File: src/rtl/accum_lock_ctrl_if.sv
// Accumulate-side bundle: update input, mutex handshake, memory read/write port and status.
// master = environment side, slave = accum_lock_ctrl.
interface accum_lock_ctrl_if #(
  parameter int unsigned ADDRESS_WIDTH = 31,
  parameter int unsigned DATA_WIDTH    = 32
);
  localparam int unsigned KEY_WIDTH   = 32;
  localparam int unsigned COUNT_WIDTH = 32;

  logic                     in_valid;
  logic                     in_ready;
  logic [KEY_WIDTH-1:0]     in_key;
  logic [DATA_WIDTH-1:0]    in_delta;
  logic                     grant_accum;
  logic                     accum_key_locked;
  logic [KEY_WIDTH-1:0]     accum_key;
  logic [KEY_WIDTH-1:0]     locked_accum_key;
  logic                     mem_rd_req;
  logic [ADDRESS_WIDTH-1:0] mem_rd_addr;
  logic                     mem_rd_valid;
  logic [DATA_WIDTH-1:0]    mem_rd_data;
  logic                     mem_wr_req;
  logic [ADDRESS_WIDTH-1:0] mem_wr_addr;
  logic [DATA_WIDTH-1:0]    mem_wr_data;
  logic                     mem_wr_ack;
  logic                     done;
  logic [COUNT_WIDTH-1:0]   stall_count;

  modport master (
    output in_valid, in_key, in_delta, grant_accum, accum_key_locked,
           mem_rd_valid, mem_rd_data, mem_wr_ack,
    input  in_ready, accum_key, locked_accum_key, mem_rd_req, mem_rd_addr,
           mem_wr_req, mem_wr_addr, mem_wr_data, done, stall_count
  );

  modport slave (
    input  in_valid, in_key, in_delta, grant_accum, accum_key_locked,
           mem_rd_valid, mem_rd_data, mem_wr_ack,
    output in_ready, accum_key, locked_accum_key, mem_rd_req, mem_rd_addr,
           mem_wr_req, mem_wr_addr, mem_wr_data, done, stall_count
  );
endinterface

File: src/rtl/accum_lock_ctrl.sv
// Accumulate-side lock controller: acquires a key through the mutex, performs
// value += delta on the key's state word, then releases the lock.
module accum_lock_ctrl #(
  parameter int unsigned              ADDRESS_WIDTH = 31,
  parameter int unsigned              DATA_WIDTH    = 32,
  parameter logic [ADDRESS_WIDTH-1:0] BASE_ADDR     = '0,
  parameter logic [31:0]              NULL_KEY      = 32'hFFFF_FFFF
) (
  input logic clk,
  input logic reset,
  accum_lock_ctrl_if.slave bus
);

  localparam int unsigned COUNT_WIDTH = 32;

  typedef enum logic [2:0] {
    IDLE,
    ACQUIRE,
    READ,
    WAIT_RD,
    WRITE,
    RELEASE,
    DONE
  } state_t;

  state_t                   state;
  logic [DATA_WIDTH-1:0]    delta_q;
  logic [ADDRESS_WIDTH-1:0] addr_q;
  logic [ADDRESS_WIDTH-1:0] in_addr;

  // Key-to-word mapping; upper key bits beyond the address width are dropped.
  assign in_addr = ADDRESS_WIDTH'(BASE_ADDR + bus.in_key[ADDRESS_WIDTH-1:0]);

  always_ff @(posedge clk) begin
    if (reset) begin
      state                <= IDLE;
      delta_q              <= '0;
      addr_q               <= '0;
      bus.in_ready         <= 1'b1;
      bus.accum_key        <= NULL_KEY;
      bus.locked_accum_key <= NULL_KEY;
      bus.mem_rd_req       <= 1'b0;
      bus.mem_rd_addr      <= '0;
      bus.mem_wr_req       <= 1'b0;
      bus.mem_wr_addr      <= '0;
      bus.mem_wr_data      <= '0;
      bus.done             <= 1'b0;
      bus.stall_count      <= '0;
    end else begin
      bus.mem_rd_req <= 1'b0;
      bus.done       <= 1'b0;
      case (state)
        IDLE: begin
          if (bus.in_valid && bus.in_ready) begin
            delta_q      <= bus.in_delta;
            addr_q       <= in_addr;
            bus.in_ready <= 1'b0;
            // A null key is acknowledged without touching the lock or memory.
            if (bus.in_key == NULL_KEY) begin
              state <= DONE;
            end else begin
              bus.accum_key <= bus.in_key;
              state         <= ACQUIRE;
            end
          end
        end
        ACQUIRE: begin
          if (bus.grant_accum) begin
            if (!bus.accum_key_locked) begin
              bus.locked_accum_key <= bus.accum_key;
              bus.mem_rd_req       <= 1'b1;
              bus.mem_rd_addr      <= addr_q;
              state                <= READ;
            end else if (bus.stall_count != '1) begin
              bus.stall_count <= COUNT_WIDTH'(bus.stall_count + 32'd1);
            end
          end
        end
        READ: begin
          state <= WAIT_RD;
        end
        WAIT_RD: begin
          if (bus.mem_rd_valid) begin
            bus.mem_wr_data <= DATA_WIDTH'(bus.mem_rd_data + delta_q);
            bus.mem_wr_addr <= addr_q;
            bus.mem_wr_req  <= 1'b1;
            state           <= WRITE;
          end
        end
        WRITE: begin
          if (bus.mem_wr_ack) begin
            bus.mem_wr_req <= 1'b0;
            state          <= RELEASE;
          end
        end
        RELEASE: begin
          bus.locked_accum_key <= NULL_KEY;
          bus.accum_key        <= NULL_KEY;
          state                <= DONE;
        end
        DONE: begin
          bus.done     <= 1'b1;
          bus.in_ready <= 1'b1;
          state        <= IDLE;
        end
        default: begin
          state <= IDLE;
        end
      endcase
    end
  end

endmodule
File: src/flat_wrapper.sv
// flat-port wrapper written by rule: the top's interface ports become plain ports
module accum_lock_ctrl_flat 
#(
  parameter int unsigned              ADDRESS_WIDTH = 31,
  parameter int unsigned              DATA_WIDTH    = 32,
  parameter logic [ADDRESS_WIDTH-1:0] BASE_ADDR     = '0,
  parameter logic [31:0]              NULL_KEY      = 32'hFFFF_FFFF
)
  (clk, reset, bus_in_valid, bus_in_key, bus_in_delta, bus_grant_accum, bus_accum_key_locked, bus_mem_rd_valid, bus_mem_rd_data, bus_mem_wr_ack, bus_in_ready, bus_accum_key, bus_locked_accum_key, bus_mem_rd_req, bus_mem_rd_addr, bus_mem_wr_req, bus_mem_wr_addr, bus_mem_wr_data, bus_done, bus_stall_count);
  accum_lock_ctrl_if #(.ADDRESS_WIDTH(ADDRESS_WIDTH), .DATA_WIDTH(DATA_WIDTH)) bus_i ();
  input logic clk;
  input logic reset;
  input wire logic [$bits(bus_i.in_valid)-1:0] bus_in_valid;
  input wire logic [$bits(bus_i.in_key)-1:0] bus_in_key;
  input wire logic [$bits(bus_i.in_delta)-1:0] bus_in_delta;
  input wire logic [$bits(bus_i.grant_accum)-1:0] bus_grant_accum;
  input wire logic [$bits(bus_i.accum_key_locked)-1:0] bus_accum_key_locked;
  input wire logic [$bits(bus_i.mem_rd_valid)-1:0] bus_mem_rd_valid;
  input wire logic [$bits(bus_i.mem_rd_data)-1:0] bus_mem_rd_data;
  input wire logic [$bits(bus_i.mem_wr_ack)-1:0] bus_mem_wr_ack;
  output wire logic [$bits(bus_i.in_ready)-1:0] bus_in_ready;
  output wire logic [$bits(bus_i.accum_key)-1:0] bus_accum_key;
  output wire logic [$bits(bus_i.locked_accum_key)-1:0] bus_locked_accum_key;
  output wire logic [$bits(bus_i.mem_rd_req)-1:0] bus_mem_rd_req;
  output wire logic [$bits(bus_i.mem_rd_addr)-1:0] bus_mem_rd_addr;
  output wire logic [$bits(bus_i.mem_wr_req)-1:0] bus_mem_wr_req;
  output wire logic [$bits(bus_i.mem_wr_addr)-1:0] bus_mem_wr_addr;
  output wire logic [$bits(bus_i.mem_wr_data)-1:0] bus_mem_wr_data;
  output wire logic [$bits(bus_i.done)-1:0] bus_done;
  output wire logic [$bits(bus_i.stall_count)-1:0] bus_stall_count;
  assign bus_i.in_valid = bus_in_valid;
  assign bus_i.in_key = bus_in_key;
  assign bus_i.in_delta = bus_in_delta;
  assign bus_i.grant_accum = bus_grant_accum;
  assign bus_i.accum_key_locked = bus_accum_key_locked;
  assign bus_i.mem_rd_valid = bus_mem_rd_valid;
  assign bus_i.mem_rd_data = bus_mem_rd_data;
  assign bus_i.mem_wr_ack = bus_mem_wr_ack;
  assign bus_in_ready = bus_i.in_ready;
  assign bus_accum_key = bus_i.accum_key;
  assign bus_locked_accum_key = bus_i.locked_accum_key;
  assign bus_mem_rd_req = bus_i.mem_rd_req;
  assign bus_mem_rd_addr = bus_i.mem_rd_addr;
  assign bus_mem_wr_req = bus_i.mem_wr_req;
  assign bus_mem_wr_addr = bus_i.mem_wr_addr;
  assign bus_mem_wr_data = bus_i.mem_wr_data;
  assign bus_done = bus_i.done;
  assign bus_stall_count = bus_i.stall_count;
  accum_lock_ctrl #(.ADDRESS_WIDTH(ADDRESS_WIDTH), .DATA_WIDTH(DATA_WIDTH), .BASE_ADDR(BASE_ADDR), .NULL_KEY(NULL_KEY)) u_core (.clk(clk), .reset(reset), .bus(bus_i));
endmodule
File: config.mk
export PLATFORM = sky130hd
export DESIGN_NAME = accum_lock_ctrl_flat
export DESIGN_NICKNAME = d
export VERILOG_FILES = /design/src/rtl/accum_lock_ctrl_if.sv /design/src/rtl/accum_lock_ctrl.sv /design/src/flat_wrapper.sv
export SDC_FILE = /design/constraint.sdc
export NUM_CORES = 1
export LEC_CHECK = 0
export ABC_AREA = 1
export CAP_MARGIN = 20
export CORE_ASPECT_RATIO = 0.8
export CORE_MARGIN = 3
export CORE_UTILIZATION = 33
export CTS_CLUSTER_DIAMETER = 100
export DETAILED_ROUTE_END_ITERATION = 12
export SLEW_MARGIN = 20
export SYNTH_ARGS = -nofsm -noshare
export SYNTH_HDL_FRONTEND = slang
export SYNTH_SLANG_ARGS = --single-unit
File: constraint.sdc
create_clock -name clk -period 1.8 [get_ports clk]
set_input_delay 0.18 -clock clk [delete_from_list [all_inputs] [get_ports clk]]
set_output_delay 0.18 -clock clk [all_outputs]
set_load 0.02 [all_outputs]
==> out/metrics.cfg <==
[layout]
instances_no_fill=2752
final-seq-area_sq_mm=0.005245
final_cell_mix=nand2_1, dfxtp_1, inv_1, clkdlybuf4s50_1, a21oi_1
final_common_cell=nand2_1
multiInputGateArea_sq_mm=0.006933
drive_above_1_share=0.2072
post-route-util=0.5175
final_cell_area_sq_mm=0.01934
final_nets=2376
nFillCells=3611
area_growth_pct=53.17

[routing]
firstDrtPassIters=5
viasPerCell=4.861
vias=13377
wl_mm=46.90
routedWlPerCell_um=17.04
drtIter0Drc=1026
drc=0
ant_nets=0

[sta]
finalSetupViolCount=4
achievable-frequency_ghz=0.5461
worst_slew_pin_slew_ns=0.4045
skew_ns=0.02626
grt_setup_unrepaired=true
hold_violations=0
holdWs_ns=0.2198
fin_crit_ns=1.831
setup_slack_ns=-0.03121
fin_crit_sh=1.017
relSlewSlack=0.7314
drv_slew=0

[clock_network]
clock_path_buffers=3
cts-root-buf=clkbuf_16
clock_latency_ns=0.58
cts_tree=built
cts_max_level=1
clk_pin_slew_worst_paths_ns=0.07
numCtsBuffers=30
clock-sinks=260

[place]
io_buffers=296
dpl.hpwl_mm=34.69
placed_area_sq_mm=0.01727
place.gp.congestion=0.9308
place_inst=2680
pre_cts_slack_ns=-0.4426

[synth]
avgSynthCellArea_sq_um=6.960
seq_area_frac_synth=0.4123
async_reset_ff_frac=0
synth_seq_cells=260
synth.distinct_cells=40
yosys_warnings=0
synth-edff-count=0
syn_nets=1950
syn_inst=1814
syn_area_sq_mm=0.01262
synth_top_flop_cell=dfxtp_1

[global_routing]
antenna_found_initial=1
grt_pass1_wl_mm=72.03
grt_use_total=0.2206
grt_pass1_vias=12531
grt_max_degree=68
overflow=0

[floorplanning]
core_area_sq_mm=0.03736
io_pins=297
die_height_um=180.9
start_util=0.3379
row_count=63
die_w_um=224.7
die_area_sq_mm=0.04065

[outcome]
failed_checks=negative setup slack
status=finished with violations

[worst_setup_path]
end_kind=flop
cp.required_ns=2.28
startpoint_type=flop
worst_ep_arrival_time_ns=2.31
worstPathMaxFanout=4
crit_type=reg -> reg

[pwr]
power_leakage_nw=8.903
p_per_area_mw_per_mm2=1202
ir_worst_vdd_mv=0.7629

[flow_run]
max_cap_violations=0

[hold_path]
hold_path.class=in -> reg

==> metal layers <==
layer  global-route usage  part of all wire  up-vias  wire [um]
met3              0.04906             0.066       48       3084
met4              0.04066             0.015        0        709
met5                    0                 0        -          0
li1                     -                 -     6689          -
met1               0.3270              0.49     6263      22880
met2               0.3299              0.43      377      20230
==> what timing repair did <==
action	CTS	global route
resized for setup	129	187
setup buffers	3	10
cloned	0	1
pin swaps	10	34
hold buffers	1	0
endpoints found under the setup margin	95	118
endpoints found under the hold margin	3	0
==> state kept, by name, indices dropped and copies added, names as in the netlist, 3 cells and up <==
| name | cells |
|---|---|
| u_core.addr_q | 31 |
| u_core.bus.accum_key | 32 |
| u_core.bus.locked_accum_key | 32 |
| u_core.bus.mem_rd_addr | 31 |
| u_core.bus.mem_wr_addr | 31 |
| u_core.bus.mem_wr_data | 32 |
| u_core.bus.stall_count | 32 |
| u_core.delta_q | 32 |
| u_core.state | 3 |
==> critical path: stages, from the launching register on <==
cell and delay [ns]:
dfxtp_2 0.34, ha_1 0.30, nand3_1 0.11, nand3_2 0.12, nand3_2 0.10, nand3b_1 0.23
buf_4 0.23, xor2_1 0.13, o21bai_1 0.13, inv_1 0.05
==> cells by family after synthesis <==
| group | count (synthesis) | share of synthesized area |
|---|---|---|
| buffers and inverters | 329 | 0.1056 |
| adders and majority gates | 33 | 0.03330 |
| DFF | 260 | 0.4123 |
| and+or+nand+nor | 726 | 0.2453 |
| xor gates and xnor gates | 42 | 0.02914 |
| AOI/OAI and AO/OA | 424 | 0.1744 |
==> final timing paths <==
path	start	to	slack, ns	cells past startpoint
max	u_core.delta_q[1]	u_core.bus.mem_wr_data[11]	-0.03	9
min	bus_in_delta[0]	u_core.delta_q[0]	0.22	3
max reg2reg	u_core.delta_q[1]	u_core.bus.mem_wr_data[11]	-0.03	9
min reg2reg	u_core.delta_q[29]	u_core.delta_q[29]	0.46	2
==> cell type report <==
type                       instances  share of cell area
clock buffer                      38             0.04296
clock inverter                    17             0.01042
tap                              487             0.03151
sequential                       260              0.2712
multi-input combinational       1225              0.3585
inverter                         241             0.04723
antenna                            2           0.0002588
timing repair buffer             482              0.2379
==> cells in the mapped netlist (3+ instances only) <==
| master | number | area, sq um |
|---|---|---|
| o21ai_0 | 176 | 880.8 |
| a21oi_1 | 215 | 1076 |
| clkbuf_1 | 51 | 191.4 |
| nor2_2 | 3 | 18.77 |
| inv_2 | 5 | 18.77 |
| buf_6 | 6 | 67.56 |
| ha_1 | 32 | 400.4 |
| inv_1 | 235 | 882.1 |
| nand3_1 | 114 | 570.6 |
| buf_1 | 5 | 18.77 |
| o21bai_1 | 13 | 97.59 |
| or2_2 | 29 | 181.4 |
| nand2_2 | 4 | 25.02 |
| dfxtp_1 | 260 | 5205 |
| xnor2_1 | 15 | 131.4 |
| nand2_1 | 440 | 1652 |
| nand4_1 | 15 | 93.84 |
| nor3_1 | 22 | 110.1 |
| buf_4 | 7 | 52.55 |
| nor2_1 | 85 | 319.1 |
| buf_2 | 18 | 90.09 |
| xor2_1 | 27 | 236.5 |
| o21a_1 | 15 | 112.6 |
==> power by group <==
part           leakage [nW]  internal (mW)  switching [mW]
Combinational          6.28           4.00            5.42
Clock                 0.485           3.60            2.64
Sequential             2.13           6.83           0.743
Total                  8.90           14.4            8.81
==> stage by stage <==
step | TNS [ns] | power, mW
after floorplan | 0 | 12.15
after global placement | -22.54 | 16.13
after detailed placement | -23.77 | 16.20
after CTS | -0.04601 | 22.70
after global routing | -1.739 | 24.62
final | -0.06065 | 23.24
No activity file was read; power rests on OpenSTA's default activity.
